File: src/rtl/lsu_byte_sequencer.sv
// +----------------------------------------------------------------------------+
// | lsu_byte_sequencer: splits RV32I loads/stores into little-endian byte      |
// | accesses on a byte-wide data memory. Rev 1.0                               |
// +----------------------------------------------------------------------------+
`default_nettype none

module lsu_byte_sequencer #(
  parameter int AW   = 8,
  parameter int XLEN = 32
) (
  input  logic            Clk,
  input  logic            n_Rst,
  input  logic            req_valid,
  output logic            req_ready,
  input  logic            req_we,
  input  logic [1:0]      req_size,
  input  logic            req_unsigned,
  input  logic [XLEN-1:0] req_addr,
  input  logic [XLEN-1:0] req_wdata,
  output logic            rsp_valid,
  output logic [XLEN-1:0] rsp_rdata,
  output logic            rsp_err,
  output logic            busy,
  output logic            mem_we,
  output logic [AW-1:0]   mem_a,
  output logic [7:0]      mem_wd,
  input  logic [7:0]      mem_rd
);

  typedef enum logic [1:0] {
    S_IDLE = 2'd0,
    S_XFER = 2'd1,
    S_RESP = 2'd2
  } state_t;

  localparam logic [1:0] c_SIZE_BYTE = 2'b00;
  localparam logic [1:0] c_SIZE_HALF = 2'b01;
  localparam logic [1:0] c_SIZE_WORD = 2'b10;

  state_t          r_state;
  logic [AW-1:0]   r_base;
  logic            r_we;
  logic            r_unsigned;
  logic [1:0]      r_size;
  logic [1:0]      r_cnt;
  logic [1:0]      r_last;
  logic [XLEN-1:0] r_wdata;
  logic [XLEN-1:0] r_data;
  logic            r_rsp_valid;
  logic            r_rsp_err;
  logic [XLEN-1:0] r_rsp_rdata;

  logic            w_range_err;
  logic            w_req_err;
  logic [1:0]      w_req_last;
  logic [XLEN-1:0] w_data_next;
  logic [XLEN-1:0] w_ext;
  logic [7:0]      w_wd_byte;
  logic            w_in_xfer;

  assign w_range_err = |req_addr[XLEN-1:AW];

  always_comb begin
    w_req_err  = 1'b0;
    w_req_last = 2'd0;
    case (req_size)
      c_SIZE_BYTE: w_req_last = 2'd0;
      c_SIZE_HALF: begin
        w_req_err  = req_addr[0];
        w_req_last = 2'd1;
      end
      c_SIZE_WORD: begin
        w_req_err  = |req_addr[1:0];
        w_req_last = 2'd3;
      end
      default: w_req_err = 1'b1;
    endcase
    w_req_err = w_req_err | w_range_err;
  end

  // Load data including the byte arriving this cycle, so the final byte is
  // visible to the extension logic on the same edge it is captured.
  always_comb begin
    w_data_next = r_data;
    case (r_cnt)
      2'd0:    w_data_next[7:0]   = mem_rd;
      2'd1:    w_data_next[15:8]  = mem_rd;
      2'd2:    w_data_next[23:16] = mem_rd;
      default: w_data_next[31:24] = mem_rd;
    endcase
  end

  always_comb begin
    w_ext = w_data_next;
    case (r_size)
      c_SIZE_BYTE: w_ext = {{(XLEN-8){~r_unsigned & w_data_next[7]}}, w_data_next[7:0]};
      c_SIZE_HALF: w_ext = {{(XLEN-16){~r_unsigned & w_data_next[15]}}, w_data_next[15:0]};
      default:     w_ext = w_data_next;
    endcase
  end

  always_comb begin
    w_wd_byte = r_wdata[7:0];
    case (r_cnt)
      2'd0:    w_wd_byte = r_wdata[7:0];
      2'd1:    w_wd_byte = r_wdata[15:8];
      2'd2:    w_wd_byte = r_wdata[23:16];
      default: w_wd_byte = r_wdata[31:24];
    endcase
  end

  // Memory side is decoded purely from registered state.
  assign w_in_xfer = (r_state == S_XFER);
  assign mem_we    = w_in_xfer & r_we;
  assign mem_a     = w_in_xfer ? (r_base + AW'(r_cnt)) : '0;
  assign mem_wd    = w_in_xfer ? w_wd_byte : 8'h00;

  assign req_ready = (r_state == S_IDLE);
  assign busy      = (r_state != S_IDLE);
  assign rsp_valid = r_rsp_valid;
  assign rsp_err   = r_rsp_err;
  assign rsp_rdata = r_rsp_rdata;

  always_ff @(posedge Clk or negedge n_Rst) begin
    if (!n_Rst) begin
      r_state     <= S_IDLE;
      r_base      <= '0;
      r_we        <= 1'b0;
      r_unsigned  <= 1'b0;
      r_size      <= 2'b00;
      r_cnt       <= 2'd0;
      r_last      <= 2'd0;
      r_wdata     <= '0;
      r_data      <= '0;
      r_rsp_valid <= 1'b0;
      r_rsp_err   <= 1'b0;
      r_rsp_rdata <= '0;
    end else begin
      r_rsp_valid <= 1'b0;
      r_rsp_err   <= 1'b0;
      r_rsp_rdata <= '0;
      case (r_state)
        S_IDLE: begin
          if (req_valid) begin
            if (w_req_err) begin
              r_state     <= S_RESP;
              r_rsp_valid <= 1'b1;
              r_rsp_err   <= 1'b1;
            end else begin
              r_state    <= S_XFER;
              r_base     <= req_addr[AW-1:0];
              r_we       <= req_we;
              r_unsigned <= req_unsigned;
              r_size     <= req_size;
              r_last     <= w_req_last;
              r_wdata    <= req_wdata;
              r_data     <= '0;
              r_cnt      <= 2'd0;
            end
          end
        end
        S_XFER: begin
          if (!r_we) begin
            r_data <= w_data_next;
          end
          r_cnt <= r_cnt + 2'd1;
          if (r_cnt == r_last) begin
            r_state     <= S_RESP;
            r_rsp_valid <= 1'b1;
            r_rsp_rdata <= r_we ? '0 : w_ext;
          end
        end
        S_RESP: r_state <= S_IDLE;
        default: r_state <= S_IDLE;
      endcase
    end
  end

endmodule

`default_nettype wire

File: config.mk
export PLATFORM = sky130hd
export DESIGN_NAME = lsu_byte_sequencer
export DESIGN_NICKNAME = d
export VERILOG_FILES = /design/src/rtl/lsu_byte_sequencer.sv
export SDC_FILE = /design/constraint.sdc
export NUM_CORES = 1
export LEC_CHECK = 0
export BUFFER_PORTS_ARGS = -buffer_cell sky130_fd_sc_hd__buf_2
export CAP_MARGIN = 10
export CORE_UTILIZATION = 45
export DETAILED_ROUTE_END_ITERATION = 8
export PLACE_DENSITY = 0.75
export REMOVE_ABC_BUFFERS = 1
export SYNTH_ARGS = -nofsm -noshare
export SYNTH_HDL_FRONTEND = slang
export SYNTH_SLANG_ARGS = --single-unit
File: constraint.sdc
create_clock -name Clk -period 2.9 [get_ports Clk]
set_input_delay 0.435 -clock Clk [delete_from_list [all_inputs] [get_ports Clk]]
set_output_delay 0.435 -clock Clk [all_outputs]
set_load 0.02 [all_outputs]
# Yosys cells after proc, flatten, opt, wreduce, memory -nomap -nowiden
# Cells that the tools add are included.
[op_classes]
addsub = 2
n_eq_ne = 11
mux = 29
bitwise_logic = 6
n_reduce_logical = 13
[ops]
columns = ["op", "n"]
rows = [
  ["2-to-1 mux 32 bit", 6],
  ["one-hot mux 32 bit (2 select lines)", 2],
  ["2-to-1 mux 8 bit", 6],
  ["one-hot mux 8 bit (3 select lines)", 1],
  ["OR reduction 24 bit", 1],
  ["one-hot mux 2 bit (2 select lines)", 3],
  ["2-to-1 mux 2 bit", 5],
  ["adder 8 x 2 -> 8 bit", 1],
  ["equality test 2 x 1 -> 1 bit, second input constant", 4],
  ["logical NOT 2 bit", 4],
  ["inequality test 2 bit, second input constant", 3],
  ["AND reduction 3 bit", 2],
  ["equality test 2 bit, second input constant", 2],
  ["2-to-1 mux 1 bit", 4],
  ["AND reduction 4 bit", 1],
  ["nonzero test 2 bit", 2],
  ["bitwise AND 1 bit", 3],
  ["one-hot mux 1 bit (3 select lines)", 1],
  ["OR reduction 3 bit", 1],
  ["adder 2 x 1 -> 2 bit, second input constant", 1],
  ["equality test 2 bit", 1],
  ["inequality test 2 x 1 -> 1 bit, second input constant", 1],
  ["NOT 1 bit", 2],
  ["one-hot mux 1 bit (2 select lines)", 1],
  ["other kinds (3)", 3],
]
[totals]
reg_bits = 116
inputBits = 79
out_inout_bits = 53
elab_cells = 73

# Logic depth before layout (Yosys ltp)
# Gate-level depths: netlist of run 1.
[depth]
depth_word = 7
mapped_depth = 8
mapped_depth_nobuf = 6

# Worst setup path before layout of run 1
# No wires, ideal clock.
[synth_path]
path_type = "reg-to-output"
start = "register r_cnt[0]"
end = "output port mem_wd[6]"
t_arrival_ns = 1.968
required_time_ns = 2.465
setup_slack_ns = 0.497
path_stages_with_launch = 9
path_buffers = 2
path_cell_list = "dfrtp_1 inv_1 ha_1 clkbuf_1 buf_1 a222oi_1 nor2_1 a21oi_1 nor2_1"
[synth_between]
elab_chain_cells = 3
[synth_rtl]
columns = ["element", "line", "rtl"]
rows = [
  ["from (decl)", "45", "logic [1:0] r_cnt;"],
  ["from (signal assigned)", "166", "r_cnt <= r_cnt + 2'd1;"],
  ["equality test 2 bit (tied with other cells)", "104", "case (r_cnt)"],
  ["one-hot mux 8 bit (3 select lines) (*)", "104", ""],
  ["2-to-1 mux 8 bit (*)", "116", "assign mem_wd = w_in_xfer ? w_wd_byte : 8'h00;"],
  ["to (decl)", "26", "output logic [7:0] mem_wd,"],
]
# Mark *: on every way between the ends. The rest lies on a longest branch, timed or not.

# Worst setup path in the final report of run 1
[layout_path]
start = "register r_cnt[1]"
end = "output port mem_wd[0]"
# The elaborated chain is that of the path after synthesis.

==> flow_metrics.env, run 1 <==
export IMPL_top_layer_used="met4"
export IMPL_slew_headroom_pct=53.80
export IMPL_antenna_cells=0
export IMPL_ir_worst_vdd_v=0.0004089
export IMPL_drive_gt1_share_pct=36.83
export IMPL_grt_max_degree=64
export IMPL_hold_path_class="primary input to asynchronous set/reset pin"
export IMPL_cp_common_cell="nor2_1"
export IMPL_postLayoutCellArea_um2=6789
export IMPL_timing_final_hold_violations=0
export IMPL_worst_ep_arrival_time_ns=2.25
export IMPL_nFillCells=946
export IMPL_synth_edff_count=0
export IMPL_critPathMaxFanout=12
export IMPL_first_global_vias=4165
export IMPL_ys_top_cells_by_area="dfrtp_1, mux2_2, mux2i_1"
export IMPL_min_period_over_period_pct=92.60
export IMPL_drt_pass1_iterations=7
export IMPL_worst_r2r_endpoint="rsp_rdata[24]$_DFF_PN0_"
export IMPL_rr_worst_depth=6
export IMPL_slew_viol_final=0
export IMPL_violations="DRC"
export IMPL_routabilityCongestion=0.8057
export IMPL_post_place_ws_ns=0.3516
export IMPL_setup_viol=0
export IMPL_hold_buffers=0
export IMPL_p_leak_nw=3.461
export IMPL_clock_latency_ns=0.41
export IMPL_m1WireLength_mm=5.483
export IMPL_drt_iter0_markers=239
export IMPL_async_flop_share_pct=100.0
export IMPL_maxCapViolCount=0
export IMPL_reg2reg_slack_ns=0.49
export IMPL_min_period_ns=2.685
export IMPL_max_freq_mhz=372.4
export IMPL_cts_tree="built"
export IMPL_worstSetupEndpointType="output pin"
export IMPL_placed_area_um2=6122
export IMPL_drcViolationCount=9
export IMPL_synthFlopType="dfrtp_1"
export IMPL_netlist_area_um2=5408
export IMPL_wl_per_cell_um=16.74
export IMPL_final_nets=695
export IMPL_grt_setup_unrepaired="no"
export IMPL_synthToLayoutAreaGrowth_pct=25.54
export IMPL_slowest_stage="dfrtp_1"
export IMPL_clk_pin_slew_ns=0.05
export IMPL_io_pins=132
export IMPL_clockBufferDepth=2
export IMPL_path_cells="inv_1, ha_1, a222oi_1, nor2_1, a21oi_1, nor2_1, buf_2"
export IMPL_rows=39
export IMPL_numCtsBuffers=17
export IMPL_dieArea_um2=12460
export IMPL_wl_met3_um=811
export IMPL_setup_worst_path_start_class="register"
export IMPL_synth_top_area_share_pct=53.68
export IMPL_grt_usage_pct=21.67
export IMPL_start_util_pct=46.76
export IMPL_syn_inst=487
export IMPL_yosysUniqueCellTypes=44
export IMPL_clock_skew_ns=0.007270
export IMPL_rr_startpoint="r_cnt[1]$_DFFE_PN0P_"
export IMPL_routed_wl_mm=12.76
export IMPL_yosys_area_top_type="dfrtp_1"
export IMPL_avgSynthCellArea_um2=11.10
export IMPL_num_vias=4119
export IMPL_tightestPinTransition_ns=0.6915
export IMPL_power_density_nw_per_um2=599.7
export IMPL_viasPerCell=5.406
export IMPL_die_w_um=111.6
export IMPL_cts_root_buf="clkbuf_16"
export IMPL_fin_setup_tns_ns=0
export IMPL_core_area_um2=11560
export IMPL_htree_levels=4
export IMPL_ys_warn_count=0
export IMPL_fin_ws_ns=0.2146
export IMPL_hpwlAfterDp_mm=8.564
export IMPL_path_class="register to output pin"
export IMPL_final_util_pct=58.70
export IMPL_ys_seq_area_share_pct=53.68
export IMPL_cp_data_required_time_ns=2.47
export IMPL_antenna_found_initial=0
export IMPL_clock_sinks=116
export IMPL_io_buffer_count=131
export IMPL_outcome="finished, violations left"
export IMPL_routed_wl_met2_mm=6.373
export IMPL_ant_nets=0
export IMPL_ys_ff_latch=116
export IMPL_grt_overflow_total=0
export IMPL_dieHeight_um=111.6
export IMPL_grt_pass1_wl_mm=20.91
export IMPL_slowest_delay_ns=0.49
-- stage by stage --
stage | total power (W) | std cells | hold WS, ns
6_report | 0.004071 | 762 | 0.05705
5_1_grt | 0.004199 | 762 | 0.1092
4_1_cts | 0.004103 | 762 | 0.08511
3_5_place_dp | 0.001802 | 730 | 0.4786
3_3_place_gp | 0.001798 | 730 | 0.4697
2_1_floorplan | 0.001686 | 448 | 0.1394
-- Yosys cell counts, types with 8 or more instances --
master and count:
dfrtp_1 116, nand2_1 60, mux2_2 50, nor2_1 34
a21oi_1 33, o21ai_0 33, clkbuf_1 26, mux2i_1 25
a22oi_1 17, ha_1 9, a222oi_1 8, inv_1 8
-- cell usage in the layout (no fill, tap or decap), types with 3 or more instances in the layout --
master	netlist	routed
ha_1	9	8
nor4_1	5	5
and2_1	5	5
mux2_1	4	4
mux2i_1	25	25
xor2_1	6	6
bufinv_16	0	4
a22oi_1	17	17
a222oi_1	8	8
inv_1	8	8
nor3_1	3	3
buf_2	1	130
nand2_1	60	60
a21oi_1	33	33
buf_4	2	7
dfrtp_1	116	116
mux2_2	50	50
clkinv_2	0	3
clkbuf_8	0	7
o21ai_0	33	33
clkbuf_16	0	17
nor2_1	34	34
-- what timing repair did --
item | 4_1_cts | 5_1_grt
resized for setup | 1 | 0
buffers inserted | 0 | 0
setup endpoints to repair | 6 | 0
-- worst max-delay path by stage --
stage / start / end
floorplan: req_size[0] / r_base[0]$_DFFE_PN0P_
global placement: req_size[0] / r_wdata[28]$_DFFE_PN0P_
detailed placement: r_cnt[1]$_DFFE_PN0P_ / rsp_rdata[24]$_DFF_PN0_
CTS: r_cnt[1]$_DFFE_PN0P_ / mem_wd[0]
global route: r_cnt[0]$_DFFE_PN0P_ / mem_wd[6]
finish: r_cnt[1]$_DFFE_PN0P_ / mem_wd[0]
-- power breakdown --
group | leakage (nW) | switching, W | internal [W]
clock network | 0.328 | 0.000704 | 0.00159
registers | 1.43 | 0.00000259 | 0.00162
logic | 1.70 | 0.0000881 | 0.0000597
-- critical path, delay by kind of cell (launching register included) --
| kind | cells | cell delay [ns] |
|---|---|---|
| AO/OA/AOI/OAI | 2 | 0.51 |
| adder cells (fa/ha/maj) | 1 | 0.40 |
| AND/OR/NAND/NOR | 2 | 0.16 |
| flip-flops | 1 | 0.49 |
| buffers and inverters | 2 | 0.29 |
-- metal layers --
layer  track usage (%)  vias up
li1                  -     1948
met4             6.306        0
met1             26.80     2017
met2             35.86      143
met5                 0        -
met3             7.512       11
-- area by class of cell --
cell class / instances / area (um^2) / area share, %
Clock buffer: 24 / 521.8 / 7.685
Tap cell: 143 / 178.9 / 2.635
Multi-Input combinational cell: 324 / 2270 / 33.43
Inverter: 8 / 30.03 / 0.4423
Clock inverter: 8 / 142.6 / 2.101
Timing Repair Buffer: 139 / 743.2 / 10.95
Sequential cell: 116 / 2903 / 42.76
-- sequential cells by signal, indices dropped and copies added (netlist names) --
signal and flops:
r_data 32, r_wdata 32, rsp_rdata 32, r_base 8
r_cnt 2, r_last 2, r_size 2, r_state 2
r_unsigned 1, r_we 1, rsp_err 1, rsp_valid 1
-- kinds of logic after synthesis --
| group | after synthesis | synth area share (%) |
|---|---|---|
| buffers and inverters | 47 | 4.396 |
| adder cells (fa/ha/maj) | 10 | 2.453 |
| multiplexers | 79 | 15.87 |
| AO/OA/AOI/OAI | 99 | 11.38 |
| XOR/XNOR | 8 | 1.296 |
| AND/OR/NAND/NOR | 128 | 10.92 |
| flip-flops | 116 | 53.68 |
Power figures use the tool's default switching activity.
==> run 2: changes to the inputs <==
CAP_MARGIN = unset   (was 10)
RECOVER_POWER = 50   (was unset)
==> run 2 against run 1 <==
- core utilization down 0.43 points
- sequential power about the same
- hold slack better by 0.19 ns
- the run still ends with DRC left
- clock power about the same
- global-route usage unchanged
- cell count unchanged
- die area unchanged
- maximum frequency about the same
==> flow_metrics.env, run 2 (synthesized netlist as in run 1, its figures left out) <==
export IMPL_outcome="finished, violations left"
export IMPL_violations="DRC"
export IMPL_rr_startpoint="r_cnt[1]$_DFFE_PN0P_"
export IMPL_io_pins=132
export IMPL_layout_commonest_cell="dfrtp_1"
export IMPL_cp_endpoint="mem_wd[0]"
export IMPL_cp_startpoint="r_cnt[1]$_DFFE_PN0P_"
export IMPL_min_period_ns=2.685
export IMPL_p_leak_nw=3.343
export IMPL_power_density_nw_per_um2=603.9
export IMPL_setup_viol=0
export IMPL_viasPerCell=5.395
export IMPL_critPathMaxFanout=12
export IMPL_reg2reg_slack_ns=0.47
export IMPL_wl_per_cell_um=16.77
export IMPL_grt_setup_unrepaired="no"
export IMPL_ir_worst_vdd_v=0.0004095
export IMPL_final_nets=695
export IMPL_clock_latency_ns=0.42
export IMPL_core_area_um2=11560
export IMPL_clock_sinks=116
export IMPL_timing_final_hold_violations=0
export IMPL_io_buffer_count=131
export IMPL_slowest_delay_ns=0.49
export IMPL_first_global_vias=4165
export IMPL_start_util_pct=46.76
export IMPL_grt_pass1_wl_mm=20.91
export IMPL_cp_data_required_time_ns=2.47
export IMPL_grt_max_degree=64
export IMPL_die_w_um=111.6
export IMPL_nFillCells=957
export IMPL_routabilityCongestion=0.8057
export IMPL_worst_r2r_endpoint="rsp_rdata[24]$_DFF_PN0_"
export IMPL_grt_overflow_total=0
export IMPL_synthToLayoutAreaGrowth_pct=24.62
export IMPL_rows=39
export IMPL_path_depth=7
export IMPL_antenna_found_initial=0
export IMPL_fin_ws_ns=0.2150
export IMPL_clock_skew_ns=0.009707
export IMPL_post_place_ws_ns=0.3516
export IMPL_worstSetupEndpointType="output pin"
export IMPL_drcViolationCount=9
export IMPL_dieHeight_um=111.6
export IMPL_drive_gt1_share_pct=32.63
export IMPL_power_w=0.004070
export IMPL_maxCapViolCount=0
export IMPL_path_class="register to output pin"
export IMPL_dieArea_um2=12460
export IMPL_slew_headroom_pct=7.201
export IMPL_drt_iter0_markers=230
export IMPL_path_cells="inv_1, ha_1, a222oi_1, nor2_1, a21oi_1, nor2_1, buf_2"
export IMPL_path_buf_inv=2
export IMPL_worst_ep_arrival_time_ns=2.25
export IMPL_cp_top_family="compound AO/OA/AOI/OAI gates"
export IMPL_hpwlAfterDp_mm=8.564
export IMPL_htree_levels=4
export IMPL_grt_usage_pct=21.67
export IMPL_tightestPinTransition_ns=1.392
export IMPL_fin_setup_tns_ns=0
export IMPL_final_cell_mix="dfrtp_1, buf_2, nand2_1"
export IMPL_hold_buffers=0
export IMPL_drt_pass1_iterations=7
export IMPL_slew_viol_final=0
export IMPL_ant_nets=0
export IMPL_fin_cells=762
export IMPL_cts_tree="built"
export IMPL_cp_common_cell="nor2_1"
export IMPL_numCtsBuffers=17
export IMPL_clk_pin_slew_ns=0.05
export IMPL_min_period_over_period_pct=92.59
export IMPL_slowest_stage="dfrtp_1"
export IMPL_hold_path_class="primary input to register"
export IMPL_num_vias=4111
export IMPL_clockBufferDepth=2
export IMPL_antenna_cells=0
export IMPL_final_util_pct=58.27
export IMPL_cts_root_buf="clkbuf_16"
export IMPL_placed_cells=730
export IMPL_rr_worst_depth=6
export IMPL_max_freq_mhz=372.4
export IMPL_routed_wl_mm=12.78
export IMPL_setup_worst_path_start_class="register"
-- run 2: cell types whose count changed in the layout (fill, tap and decap cells not counted) --
cell	before	now
buf_12	2	1
clkbuf_2	0	1
buf_4	7	6
clkbuf_1	0	26
buf_2	130	105
-- run 2: metrics by stage --
step	area (um^2)	hold slack, ns
floorplan	5200	0.1394
global placement	6122	0.4697
finish	6739	0.2480
CTS	6789	0.08511
detailed placement	6122	0.4786
global route	6739	0.2369
-- run 2: how the worst min path moves through the flow --
stage / depth (start not counted) / slack (ns) / to / from
2_1_floorplan: 0 / 0.14 / r_base[0]$_DFFE_PN0P_ / n_Rst
3_3_place_gp: 1 / 0.47 / r_wdata[13]$_DFFE_PN0P_ / r_wdata[13]$_DFFE_PN0P_
3_5_place_dp: 1 / 0.48 / r_wdata[11]$_DFFE_PN0P_ / r_wdata[11]$_DFFE_PN0P_
4_1_cts: 1 / 0.09 / rsp_rdata[24]$_DFF_PN0_ / n_Rst
5_1_grt: 2 / 0.24 / r_wdata[11]$_DFFE_PN0P_ / req_wdata[11]
6_report: 2 / 0.25 / r_wdata[11]$_DFFE_PN0P_ / req_wdata[11]
-- run 2: layout make-up --
type | instances | area (um^2) | area share, %
Multi-Input combinational cell | 324 | 2270 | 33.68
Inverter | 8 | 30.03 | 0.4456
Clock inverter | 8 | 142.6 | 2.117
Tap cell | 143 | 178.9 | 2.655
Clock buffer | 24 | 521.8 | 7.742
Sequential cell | 116 | 2903 | 43.07
Timing Repair Buffer | 139 | 693.2 | 10.29
-- run 2: per-layer routing --
| metal | GRT usage [%] | wire [um] |
|---|---|---|
| met1 | 26.80 | 5435 |
| met2 | 35.86 | 6408 |
| met3 | 7.512 | 848 |
| met4 | 6.306 | 82 |
| met5 | 0 | 0 |
-- run 2: where the power goes --
| part | internal [W] | switching (W) | total [W] |
|---|---|---|---|
| clock network | 0.00159 | 0.000706 | 0.00230 |
| registers | 0.00162 | 0.00000268 | 0.00163 |
| logic | 0.0000564 | 0.0000878 | 0.000144 |
| total | 0.00327 | 0.000797 | 0.00407 |
-- run 2: repair_timing --
action / CTS / global route
setup buffers: 0 / 0
hold endpoints to repair: 0 / 0
gates resized for setup: 1 / 0
setup endpoints to repair: 6 / 0
==> run 3: changes to the inputs <==
CORE_UTILIZATION = 30   (was 45)
PLACE_DENSITY = 0.56   (was 0.75)
==> run 3 against run 2 <==
- the run now ends clean
- count of clock-buffer cells in the layout fell by 3
- first-iteration DRC count rose by 32%
- clock power shrank 14%
- design area grew 0.20%
- die area up 49%
- maximum frequency fell by 1.6%
- wire length up 4.4%
- via count is 1.4% lower
- flip-flop and latch count stayed put
- core utilization down 20 points
- sequential power barely moved
- non-clock buffer count is 2 higher
- highest routed layer unchanged
==> flow_metrics.env, run 3 (synthesized netlist as in run 1, its figures left out) <==
export IMPL_cts_root_buf="clkbuf_16"
export IMPL_final_cell_mix="dfrtp_1, buf_2, nand2_1"
export IMPL_path_class="register to output pin"
export IMPL_slew_headroom_pct=4.204
export IMPL_hpwlAfterDp_mm=9.172
export IMPL_timing_final_hold_violations=0
export IMPL_clk_pin_slew_ns=0.05
export IMPL_hold_buffers=0
export IMPL_drt_pass1_iterations=5
export IMPL_synthToLayoutAreaGrowth_pct=24.87
export IMPL_routed_wl_mm=13.33
export IMPL_numCtsBuffers=17
export IMPL_cp_startpoint="r_cnt[0]$_DFFE_PN0P_"
export IMPL_worst_ep_arrival_time_ns=2.29
export IMPL_setup_viol=0
export IMPL_rows=48
export IMPL_viasPerCell=4.793
export IMPL_setup_worst_path_start_class="register"
export IMPL_power_density_nw_per_um2=556.0
export IMPL_clock_latency_ns=0.42
export IMPL_layout_commonest_cell="dfrtp_1"
export IMPL_drt_iter0_markers=303
export IMPL_routabilityCongestion=0.8231
export IMPL_slew_viol_final=0
export IMPL_tightestPinTransition_ns=1.437
export IMPL_first_global_vias=4193
export IMPL_grt_setup_unrepaired="no"
export IMPL_outcome="complete, no violations"
export IMPL_slowest_stage="dfrtp_1"
export IMPL_path_buf_inv=2
export IMPL_final_nets=697
export IMPL_clock_skew_ns=0.007543
export IMPL_cts_tree="built"
export IMPL_wl_per_cell_um=15.76
export IMPL_die_w_um=136.3
export IMPL_core_area_um2=17480
export IMPL_io_pins=132
export IMPL_dieArea_um2=18570
export IMPL_ir_worst_vdd_v=0.0004117
export IMPL_cp_common_cell="nor2_1"
export IMPL_clockBufferDepth=2
export IMPL_grt_usage_pct=15.53
export IMPL_rr_startpoint="r_cnt[0]$_DFFE_PN0P_"
export IMPL_drive_gt1_share_pct=32.37
export IMPL_power_w=0.003754
export IMPL_cp_data_required_time_ns=2.47
export IMPL_path_cells="inv_1, ha_1, a222oi_1, nor2_1, a21oi_1, nor2_1, buf_2"
export IMPL_drcViolationCount=0
export IMPL_min_period_over_period_pct=94.14
export IMPL_hold_ws_ns=0.2375
export IMPL_maxCapViolCount=0
export IMPL_start_util_pct=30.94
export IMPL_grt_max_degree=63
export IMPL_cp_top_family="compound AO/OA/AOI/OAI gates"
export IMPL_max_freq_mhz=366.3
export IMPL_htree_levels=4
export IMPL_hold_path_class="primary input to register"
export IMPL_dieHeight_um=136.3
export IMPL_antenna_found_initial=0
export IMPL_p_leak_nw=3.301
export IMPL_antenna_cells=0
export IMPL_grt_pass1_wl_mm=21.40
export IMPL_post_cts_buffers=0
export IMPL_worstSetupEndpointType="output pin"
export IMPL_critPathMaxFanout=9
export IMPL_clock_sinks=116
export IMPL_grt_overflow_total=0
export IMPL_min_period_ns=2.730
export IMPL_io_buffer_count=131
export IMPL_num_vias=4055
export IMPL_post_cts_resized=0
export IMPL_hold_start="req_wdata[6]"
export IMPL_ant_nets=0
export IMPL_slowest_delay_ns=0.48
-- run 3: cell types whose count changed in the layout (fill, tap and decap cells not counted) --
cell	change
clkbuf_8	-6
bufinv_16	-2
clkbuf_1	+3
clkinv_2	+4
clkinvlp_4	+1
buf_4	+2
-- run 3: per-stage QoR --
| step | utilization (%) | setup TNS (ns) | worst slack [ns] | instance area (um^2) | cells |
|---|---|---|---|---|---|
| after floorplan | - | -10.71 | -0.2149 | 5200 | 448 |
| after global placement | 35.70 | 0 | 0.4834 | 6240 | 814 |
| after detailed placement | 35.70 | 0 | 0.4015 | 6240 | 814 |
| after CTS | 38.91 | 0 | 0.08700 | 6800 | 846 |
| after global routing | 38.64 | 0 | 0.01643 | 6753 | 846 |
| final | 38.64 | 0 | 0.1701 | 6753 | 846 |
-- run 3: where the power goes --
part	switching (W)	internal (W)	total, W
Clock	0.000713	0.00127	0.00198
Sequential	0.00000219	0.00162	0.00163
Combinational	0.0000881	0.0000566	0.000145
Total	0.000803	0.00295	0.00375
-- run 3: final cells by class --
class	count	area, um^2
clock inverters	11	110.1
clock buffers	21	450.4
repair buffers	141	708.2
flip-flops and latches	116	2903
well taps	225	281.5
inverters	8	30.03
fillers	1734	10720
multi-input cells	324	2270
-- run 3: final timing paths --
check                                          end  slack [ns]  cells after the start
max reg2reg                 rsp_rdata[9]$_DFF_PN0_        0.48                      6
min in group asynchronous  rsp_rdata[26]$_DFF_PN0_        0.34                      1
max                                      mem_wd[0]        0.17                      7
min                         r_wdata[6]$_DFFE_PN0P_        0.24                      2
max in group asynchronous  r_wdata[23]$_DFFE_PN0P_        0.57                      2
min reg2reg                 r_wdata[6]$_DFFE_PN0P_        0.49                      1
-- run 3: worst register-to-register path, delay by kind of cell, from the launching register on --
| kind | cells | cell delay, ns |
|---|---|---|
| AO/OA/AOI/OAI | 1 | 0.24 |
| adder cells (fa/ha/maj) | 1 | 0.52 |
| buffers and inverters | 2 | 0.48 |
| flip-flops | 1 | 0.46 |
| multiplexers | 1 | 0.12 |
| AND/OR/NAND/NOR | 1 | 0.51 |
-- run 3: routing by layer --
layer  track usage [%]  part of all wire [%]
met1             18.71                    43
met2             25.69                    49
met3             3.952                   5.8
met4             7.593                   2.4
met5                 0                     0
